File: config.mk
export PLATFORM = sky130hd
export DESIGN_NAME = request_pending_latch
export DESIGN_NICKNAME = d
export VERILOG_FILES = /design/src/rtl/request_pending_latch_pkg.sv /design/src/rtl/req_edge_detect.sv /design/src/rtl/request_pending_latch.sv
export SDC_FILE = /design/constraint.sdc
export NUM_CORES = 1
export LEC_CHECK = 0
export BUFFER_PORTS_ARGS = -buffer_cell sky130_fd_sc_hd__buf_2
export CORE_ASPECT_RATIO = 0.8
export CORE_MARGIN = 3
export CORE_UTILIZATION = 45
export DETAILED_ROUTE_END_ITERATION = 16
export PLACE_DENSITY = 0.73
export SYNTH_ARGS = -nofsm -noshare
export SYNTH_HDL_FRONTEND = slang
export SYNTH_SLANG_ARGS = --single-unit
File: constraint.sdc
create_clock -name clk -period 2.41 [get_ports clk]
set_clock_uncertainty 0.1 [all_clocks]
set_input_delay 0.1205 -clock clk [delete_from_list [all_inputs] [get_ports clk]]
set_output_delay 0.1205 -clock clk [all_outputs]
set_load 0.005 [all_outputs]
File: src/rtl/request_pending_latch_pkg.sv
// Shared widths and FSM state encodings for request_pending_latch and its
// edge-detect front end.
package request_pending_latch_pkg;

  localparam int N     = 4;
  localparam int CW    = 2;
  localparam int CNT_W = 8;

  typedef enum logic [1:0] {
    ST_IDLE  = 2'd0,
    ST_OFFER = 2'd1,
    ST_GAP   = 2'd2
  } state_t;

endpackage

File: src/rtl/req_edge_detect.sv
// Rising-edge detector for the raw request vector. With REQ_SYNC_EN defined the
// requests first pass through a 2-flop synchronizer; otherwise they are used directly.
module req_edge_detect
  import request_pending_latch_pkg::*;
(
  input  logic         clk,
  input  logic         rst,
  input  logic [N-1:0] req_in,
  output logic [N-1:0] rise
);

  logic [N-1:0] req_s;
  logic [N-1:0] req_prev;

`ifdef REQ_SYNC_EN
  logic [N-1:0] sync_q1;
  logic [N-1:0] sync_q2;

  always_ff @(posedge clk or posedge rst) begin
    if (rst) begin
      sync_q1 <= '0;
      sync_q2 <= '0;
    end else begin
      sync_q1 <= req_in;
      sync_q2 <= sync_q1;
    end
  end

  assign req_s = sync_q2;
`else
  assign req_s = req_in;
`endif

  // Resetting to 0 makes a line held high through reset count as one edge.
  always_ff @(posedge clk or posedge rst) begin
    if (rst) req_prev <= '0;
    else     req_prev <= req_s;
  end

  assign rise = req_s & ~req_prev;

endmodule

File: src/rtl/request_pending_latch.sv
// Sticky pending latch feeding an external priority encoder, with a valid/ready
// offer FSM and a saturating lost-event counter. Optional macro: REQ_SYNC_EN.
module request_pending_latch
  import request_pending_latch_pkg::*;
(
  input  logic             clk,
  input  logic             rst,
  input  logic [N-1:0]     req_in,
  input  logic [N-1:0]     mask,
  output logic [N-1:0]     pend_out,
  input  logic             enc_valid,
  input  logic [CW-1:0]    enc_code,
  output logic             svc_valid,
  output logic [CW-1:0]    svc_code,
  input  logic             svc_ready,
  output logic [N-1:0]     pending,
  output logic [CNT_W-1:0] lost_cnt
);

  localparam logic [CNT_W-1:0] LOST_MAX = '1;

  state_t        state;
  state_t        state_next;
  logic [CW-1:0] svc_code_next;
  logic [N-1:0]  rise;
  logic [N-1:0]  clr_vec;
  logic          handshake;
  logic          lost_event;

  req_edge_detect u_edge (
    .clk    (clk),
    .rst    (rst),
    .req_in (req_in),
    .rise   (rise)
  );

  assign svc_valid = (state == ST_OFFER);
  assign handshake = svc_valid & svc_ready;
  assign pend_out  = pending & mask;

  always_comb begin
    clr_vec = '0;
    if (handshake) clr_vec[svc_code] = 1'b1;
  end

  // An edge on a bit being cleared this cycle re-arms it rather than being lost.
  assign lost_event = |(rise & pending & ~clr_vec);

  always_ff @(posedge clk or posedge rst) begin
    if (rst) begin
      pending  <= '0;
      lost_cnt <= '0;
    end else begin
      pending <= (pending & ~clr_vec) | rise;
      if (lost_event && (lost_cnt != LOST_MAX)) lost_cnt <= lost_cnt + 1'b1;
    end
  end

  always_ff @(posedge clk or posedge rst) begin
    if (rst) begin
      state    <= ST_IDLE;
      svc_code <= '0;
    end else begin
      state    <= state_next;
      svc_code <= svc_code_next;
    end
  end

  // GAP gives pend_out and the encoder one cycle to settle after a clear.
  always_comb begin
    state_next    = state;
    svc_code_next = svc_code;
    case (state)
      ST_IDLE: begin
        if (enc_valid) begin
          svc_code_next = enc_code;
          state_next    = ST_OFFER;
        end
      end
      ST_OFFER: begin
        if (svc_ready) state_next = ST_GAP;
      end
      ST_GAP:  state_next = ST_IDLE;
      default: state_next = ST_IDLE;
    endcase
  end

endmodule

# After elaboration in Yosys (flattened, before gate mapping)
# Index checks and enable logic that the tools add are counted.
[classes] n_addsub=1 magnitude_cmp=2 eq_ne=4 n_mux=6 bitwise_logic=9 n_reduce_logical=6
[op_table] cell="bitwise AND 4 bit" n=5
[op_table] cell="adder 8 x 1 -> 8 bit (second input constant)" n=1
[op_table] cell="inequality test 8 bit (second input constant)" n=1
[op_table] cell="NOT 4 bit" n=2
[op_table] cell="two-way mux 2 bit" n=2
[op_table] cell="two-way mux 4 bit" n=1
[op_table] cell="OR 4 bit" n=1
[op_table] cell="case mux 2 bit (2 select lines)" n=1
[op_table] cell="AND reduction 2 bit" n=2
[op_table] cell="OR reduction 4 bit" n=1
[op_table] cell="less-than comparator 2 x 3 -> 1 bit (second input constant)" n=1
[op_table] cell="demux 1 bit (select 2 bit)" n=1
[op_table] cell="equality test 2 x 1 -> 1 bit (second input constant)" n=1
[op_table] cell="greater-or-equal comparator 2 x 1 -> 1 bit (second input constant)" n=1
[op_table] cell="logical AND 1 bit" n=2
[op_table] cell="zero test 2 bit" n=1
[op_table] cell="inequality test 2 x 1 -> 1 bit (second input constant)" n=1
[op_table] cell="inequality test 2 bit (second input constant)" n=1
[op_table] cell="bitwise AND 1 bit" n=1
[op_table] cell="two-way mux 1 bit" n=1
[word_totals] regBits=20 inputBits=14 out_inout_bits=19 elab_cells=33

# Longest topological paths before layout
[depth] depth_word=9 ltp_mapped=6 ltp_nobuf=6

# Cells and area by module
# Synthesis repeated with hierarchy kept, for this count alone.
[unflattened] cells_unflattened=88 area_unflattened_um2=972.2
[by_module_without_submodules] mod="request_pending_latch" n_inst=1 cells_each=79 area_each_um2=813.3 seq_area_each_um2=400.4
[by_module_without_submodules] mod="req_edge_detect" n_inst=1 cells_each=9 area_each_um2=158.9 seq_area_each_um2=100.1

# Worst setup path after synthesis
# OpenSTA, ideal clock, no wires.
[synth_path] path_kind="reg2reg" start="register svc_code[0]" end="register lost_cnt[1]" setup_ns=0.125 arrival_time_ns=1.671 t_required_ns=2.185 path_slack_ns=0.514 path_stages_with_launch=5 n_path_buf=0 period_less_slack_ns=1.896 path_cell_list="dfrtp_1 -> and4bb_4 -> a21oi_2 -> o41ai_4 -> mux2_4"
[synth_between] elab_chain_cells=9 elab_cells_between_ends=10 cone_classes="order compare: 2; mux: 3; bitwise: 2; reduce/logical: 3"
[synth_rtl] item="start, declared" line="request_pending_latch.sv:14" text="output logic [CW-1:0] svc_code,"
[synth_rtl] item="start signal, assigned" line="request_pending_latch.sv:65" text="svc_code <= svc_code_next;"
[synth_rtl] item="less-than comparator 2 x 3 -> 1 bit (implied by the code) or greater-or-equal comparator 2 x 1 -> 1 bit (tied branches)" line="request_pending_latch.sv:43" text="if (handshake) clr_vec[svc_code] = 1'b1;"
[synth_rtl] item="logical AND 1 bit (implied by the code)" line="request_pending_latch.sv:43"
[synth_rtl] item="two-way mux 1 bit (implied by the code)" line="request_pending_latch.sv:43"
[synth_rtl] item="demux 1 bit (select 2 bit) *" line="request_pending_latch.sv:43"
[synth_rtl] item="two-way mux 4 bit *" line="request_pending_latch.sv:43"
[synth_rtl] item="NOT 4 bit *" line="request_pending_latch.sv:47" text="assign lost_event = |(rise & pending & ~clr_vec);"
[synth_rtl] item="bitwise AND 4 bit *" line="request_pending_latch.sv:47"
[synth_rtl] item="OR reduction 4 bit *" line="request_pending_latch.sv:47"
[synth_rtl] item="logical AND 1 bit *" line="request_pending_latch.sv:55" text="if (lost_event && (lost_cnt != LOST_MAX)) lost_cnt <= lost_cnt + 1'b1;"
[synth_rtl] item="end signal, assigned" line="request_pending_latch.sv:55"
[synth_rtl] item="end, declared" line="request_pending_latch.sv:17" text="output logic [CNT_W-1:0] lost_cnt"
# Every way passes the cells marked *; elsewhere a longest branch is shown, timed or not.
# A chain may end at the register's enable or synchronous reset.

# Worst setup path after layout
# Ends and elaborated chain as after synthesis.

==> metrics.txt <==
# TYPE chip_impl_metric gauge
chip_impl_metric{name="resize_count_post_cts",unit=""} 0
chip_impl_metric{name="first_global_vias",unit=""} 767
chip_impl_metric{name="hpwlAfterDp",unit="um"} 1470
chip_impl_metric{name="clock_path_buffers",unit=""} 2
chip_impl_metric{name="layout_setup_ws",unit="ps"} 382
chip_impl_metric{name="worstMarginPinSlew",unit="ps"} 752
chip_impl_metric{name="intPower",unit="mW"} 0.715
chip_impl_info{name="netlist_top_cells_count",value="20 x sky130_fd_sc_hd__dfrtp_1, 10 x sky130_fd_sc_hd__nand2_1, 8 x sky130_fd_sc_hd__inv_1, 5 x sky130_fd_sc_hd__and2_1"} 1
chip_impl_metric{name="cts-htree-levels",unit=""} 1
chip_impl_metric{name="number_of_endpoints_with_negative_hold_slack_in_the_final_report",unit=""} 0
chip_impl_metric{name="critical_path_required_time",unit="ps"} 2510
chip_impl_metric{name="layout-area-overhead-vs-synth",unit="%"} 32.3
chip_impl_metric{name="final_min_period_over_clock_period",unit=""} 0.841
chip_impl_metric{name="clock_latency",unit="ps"} 300
chip_impl_metric{name="critical_path.n_buffers_inverters",unit=""} 0
chip_impl_metric{name="drt_iter0_markers",unit=""} 14
chip_impl_metric{name="drive_above_1_share",unit=""} 0.333
chip_impl_metric{name="cp.depth",unit=""} 4
chip_impl_metric{name="synth-seq-cells",unit=""} 20
chip_impl_metric{name="worst_setup_hold_path_clk_slew",unit="ps"} 110
chip_impl_info{name="synth_most_common_cell",value="sky130_fd_sc_hd__dfrtp_1"} 1
chip_impl_metric{name="min_period",unit="ps"} 2030
chip_impl_metric{name="numCtsBuffers",unit=""} 3
chip_impl_metric{name="globalplace.congestion",unit=""} 0.717
chip_impl_metric{name="die_h",unit="um"} 46.8
chip_impl_metric{name="synth_edf_count",unit=""} 0
chip_impl_info{name="worstSetupEndpointType",value="flip-flop"} 1
chip_impl_info{name="clockRootBuffer",value="sky130_fd_sc_hd__clkbuf_4"} 1
chip_impl_metric{name="achievable-frequency",unit="GHz"} 0.493
chip_impl_metric{name="switching_power",unit="mW"} 0.399
chip_impl_metric{name="timing.critical_path.fanout_max",unit=""} 7
chip_impl_info{name="netlist_top_cells_area",value="sky130_fd_sc_hd__dfrtp_1 53%, sky130_fd_sc_hd__nand2_1 4.0%, sky130_fd_sc_hd__xor2_1 3.7%"} 1
chip_impl_metric{name="vdd_ir_drop_max",unit="mV"} 0.726
chip_impl_info{name="path_cells",value="and4bb_4, a21oi_2, o41ai_4, mux2_4"} 1
chip_impl_metric{name="clkSinkCount",unit=""} 20
chip_impl_metric{name="final.fill_count",unit=""} 175
chip_impl_info{name="r2r_end",value="lost_cnt[1]$_DFFE_PP0P_"} 1
chip_impl_metric{name="clockPowerShare",unit=""} 0.142
chip_impl_metric{name="design.die.area",unit="sq um"} 2670
chip_impl_info{name="cts_tree",value="yes"} 1
chip_impl_metric{name="final-max-slew-violation-count",unit=""} 0
chip_impl_metric{name="grt_pass1_wl",unit="um"} 3420
chip_impl_metric{name="antenna_violating_nets_post_route",unit=""} 0
chip_impl_info{name="setup_repair_after_global_routing_missed_its_margin",value="no"} 1
chip_impl_info{name="synth_area_leader_cell",value="sky130_fd_sc_hd__dfrtp_1"} 1
chip_impl_metric{name="synth_largest_type_area_fraction",unit=""} 0.534
chip_impl_info{name="critical_path.startpoint_type",value="flip-flop"} 1
chip_impl_metric{name="grt.total_usage",unit=""} 0.173
chip_impl_metric{name="p_comb_frac",unit=""} 0.360
chip_impl_metric{name="final_net_count",unit=""} 146
chip_impl_metric{name="chipWidth",unit="um"} 57.0
chip_impl_metric{name="cp_data_arrival_time",unit="ps"} 2130
chip_impl_info{name="timing.critical_path.from",value="svc_code[0]$_DFFE_PP0P_"} 1
chip_impl_metric{name="swShare",unit=""} 0.358
chip_impl_metric{name="floorplan.core_area",unit="sq um"} 1930
chip_impl_metric{name="pre_cts_slack",unit="ps"} 396
chip_impl_info{name="critical_path_type",value="reg -> reg"} 1
chip_impl_metric{name="placement.io_buffers",unit=""} 32
chip_impl_metric{name="synth-seq-area-share",unit=""} 0.534
chip_impl_metric{name="initial_antenna_violation_count",unit=""} 0
chip_impl_info{name="worstHoldPathType",value="reg -> reg"} 1
chip_impl_metric{name="detailroute.via_count",unit=""} 771
chip_impl_info{name="run_status",value="completed"} 1
chip_impl_metric{name="power_leakage",unit="nW"} 0.604
chip_impl_metric{name="route.detailed.drc",unit=""} 0
chip_impl_metric{name="ff2ff_path_depth",unit=""} 4
chip_impl_metric{name="grt_remaining_overflow",unit=""} 0
chip_impl_metric{name="drv.max_cap_violation_count",unit=""} 0
chip_impl_metric{name="yosys.cell_types.count",unit=""} 26
chip_impl_metric{name="power.sequential.fraction",unit=""} 0.498
chip_impl_info{name="cp-endpoint",value="lost_cnt[1]$_DFFE_PP0P_"} 1
chip_impl_info{name="worstHoldStart",value="u_edge.req_prev[3]$_DFF_PP0_"} 1
chip_impl_metric{name="syn_avg_cell_area",unit="sq um"} 11.0
chip_impl_metric{name="num_antenna_cells",unit=""} 0
chip_impl_metric{name="p_per_area",unit="nW/um^2"} 899
chip_impl_metric{name="top_level_ports",unit=""} 33
chip_impl_metric{name="netlist_instances",unit=""} 85
chip_impl_metric{name="avgRoutedWirePerCell",unit="um"} 13.2
chip_impl_metric{name="drt_wl_total",unit="um"} 2010
chip_impl_metric{name="num_rows",unit=""} 14
chip_impl_metric{name="setup_viol_count_final",unit=""} 0
chip_impl_metric{name="reg2reg_setup_slack",unit="ps"} 380
chip_impl_metric{name="synthesized_netlist_net_count",unit=""} 100
chip_impl_metric{name="detailedRoute.firstPassIterationCount",unit=""} 6
chip_impl_metric{name="post_route_setup_tns",unit="ps"} 0
chip_impl_info{name="worst_path_max_delay_cell",value="sky130_fd_sc_hd__o41ai_4"} 1
chip_impl_metric{name="synthArstFlopShare",unit=""} 1.00
chip_impl_metric{name="multi_input_logic_area",unit="sq um"} 407
chip_impl_metric{name="netlist_area",unit="sq um"} 937
chip_impl_metric{name="worst_slew_margin_rel",unit=""} 0.498
chip_impl_metric{name="grt_max_degree",unit=""} 21
chip_impl_metric{name="start_util",unit=""} 0.486
chip_impl_info{name="dominantRegCellSynth",value="sky130_fd_sc_hd__dfrtp_1"} 1
chip_impl_info{name="timing.critical_path.max_delay_family",value="compound AO/OA/AOI/OAI gates"} 1
chip_impl_metric{name="detail_route.vias_per_cell",unit=""} 5.04
chip_impl_metric{name="ys_warn_count",unit=""} 0
chip_impl_metric{name="worst_path_largest_cell_delay",unit="ps"} 580
chip_impl_info{name="rr_startpoint",value="svc_code[0]$_DFFE_PP0P_"} 1
chip_impl_metric{name="area.sequential",unit="sq um"} 500
-- final cells by class --
| type | instances | share of cell area |
|---|---|---|
| inverter | 8 | 0.0242 |
| multi-input combinational | 57 | 0.328 |
| clock buffer | 3 | 0.0182 |
| tap | 24 | 0.0242 |
| sequential | 20 | 0.404 |
| timing repair buffer | 41 | 0.202 |
-- power by group through the flow --
stage | logic (mW) | clock network [mW] | registers [mW]
3_5_place_dp | 0.398 | 0 | 0.559
3_3_place_gp | 0.380 | 0 | 0.550
4_1_cts | 0.409 | 0.161 | 0.553
2_1_floorplan | 0.228 | 0 | 0.547
5_1_grt | 0.449 | 0.179 | 0.574
6_report | 0.401 | 0.158 | 0.555
-- routing by layer --
layer / wire [um] / global-route usage / vias to the layer above
li1: - / - / 379
met1: 863 / 0.193 / 362
met2: 974 / 0.312 / 26
met3: 143 / 0.0632 / 4
met4: 33 / 0.0694 / 0
met5: 0 / 0 / -
-- repair_timing --
action                                 4_1_cts  5_1_grt
endpoints found under the hold margin       32        0
hold buffers                                 9        0
buffers inserted                             0        0
-- how the worst min path moves through the flow --
| stage | to | slack (ps) | cells after the start |
|---|---|---|---|
| 4_1_cts | pending[3]$_DFF_PP0_ | 360 | 1 |
| 2_1_floorplan | lost_cnt[0]$_DFFE_PP0P_ | -20 | 1 |
| 3_3_place_gp | u_edge.req_prev[3]$_DFF_PP0_ | 160 | 1 |
| 6_report | pending[3]$_DFF_PP0_ | 340 | 1 |
| 5_1_grt | u_edge.req_prev[1]$_DFF_PP0_ | 380 | 2 |
| 3_5_place_dp | u_edge.req_prev[3]$_DFF_PP0_ | 160 | 1 |
-- worst register-to-register path, cell delays in order (launching register included) --
cell	delay, ps
sky130_fd_sc_hd__dfrtp_1	420
sky130_fd_sc_hd__and4bb_4	390
sky130_fd_sc_hd__a21oi_2	90
sky130_fd_sc_hd__o41ai_4	580
sky130_fd_sc_hd__mux2_4	350
-- per-stage QoR --
step / std cells / hold slack (ps) / instance area, sq um / power, mW / util
after floorplan: 85 / -15.7 / 937 / 0.775 / -
after global placement: 141 / 158 / 1130 / 0.930 / 0.585
after detailed placement: 141 / 159 / 1130 / 0.957 / 0.585
after CTS: 153 / 356 / 1240 / 1.12 / 0.644
after global routing: 153 / 385 / 1240 / 1.20 / 0.644
final: 153 / 344 / 1240 / 1.11 / 0.644
-- cells by family after synthesis --
logic type | share of synthesized area
simple gates | 0.226
flops | 0.534
compound gates | 0.0988
buf+inv | 0.0320
xor+xnor | 0.0561
mux | 0.0400
fa+ha+maj | 0.0133
-- registers in the layout (all words and copies together) (netlist names) --
| signal | cells |
|---|---|
| state | 2 |
| u_edge.req_prev | 4 |
| pending | 4 |
| svc_code | 2 |
| lost_cnt | 8 |
-- cell usage in the layout, fill, tap and decap left out --
cell type                       synthesis  final
sky130_fd_sc_hd__a21oi_1                3      3
sky130_fd_sc_hd__a21oi_2                2      2
sky130_fd_sc_hd__a22o_1                 2      2
sky130_fd_sc_hd__and2_1                 5      5
sky130_fd_sc_hd__and2b_1                1      1
sky130_fd_sc_hd__and4b_4                1      1
sky130_fd_sc_hd__and4bb_4               1      1
sky130_fd_sc_hd__buf_2                  0     32
sky130_fd_sc_hd__clkbuf_4               0      3
sky130_fd_sc_hd__dfrtp_1               20     20
sky130_fd_sc_hd__dlygate4sd3_1          0      9
sky130_fd_sc_hd__ha_1                   1      1
sky130_fd_sc_hd__inv_1                  8      8
sky130_fd_sc_hd__mux2_2                 2      2
sky130_fd_sc_hd__mux2_4                 1      1
sky130_fd_sc_hd__nand2_1               10     10
sky130_fd_sc_hd__nand2b_1               2      2
sky130_fd_sc_hd__nand3_1                2      2
sky130_fd_sc_hd__nand3b_1               4      4
sky130_fd_sc_hd__nand4_1                1      1
sky130_fd_sc_hd__nor2_1                 4      4
sky130_fd_sc_hd__nor3_1                 2      2
sky130_fd_sc_hd__nor4_1                 1      1
sky130_fd_sc_hd__nor4b_1                1      1
sky130_fd_sc_hd__o21ai_0                3      3
sky130_fd_sc_hd__o41ai_4                1      1
sky130_fd_sc_hd__or3_1                  1      1
sky130_fd_sc_hd__xnor2_1                2      2
sky130_fd_sc_hd__xor2_1                 4      4
No activity file was read; power rests on OpenSTA's default activity.
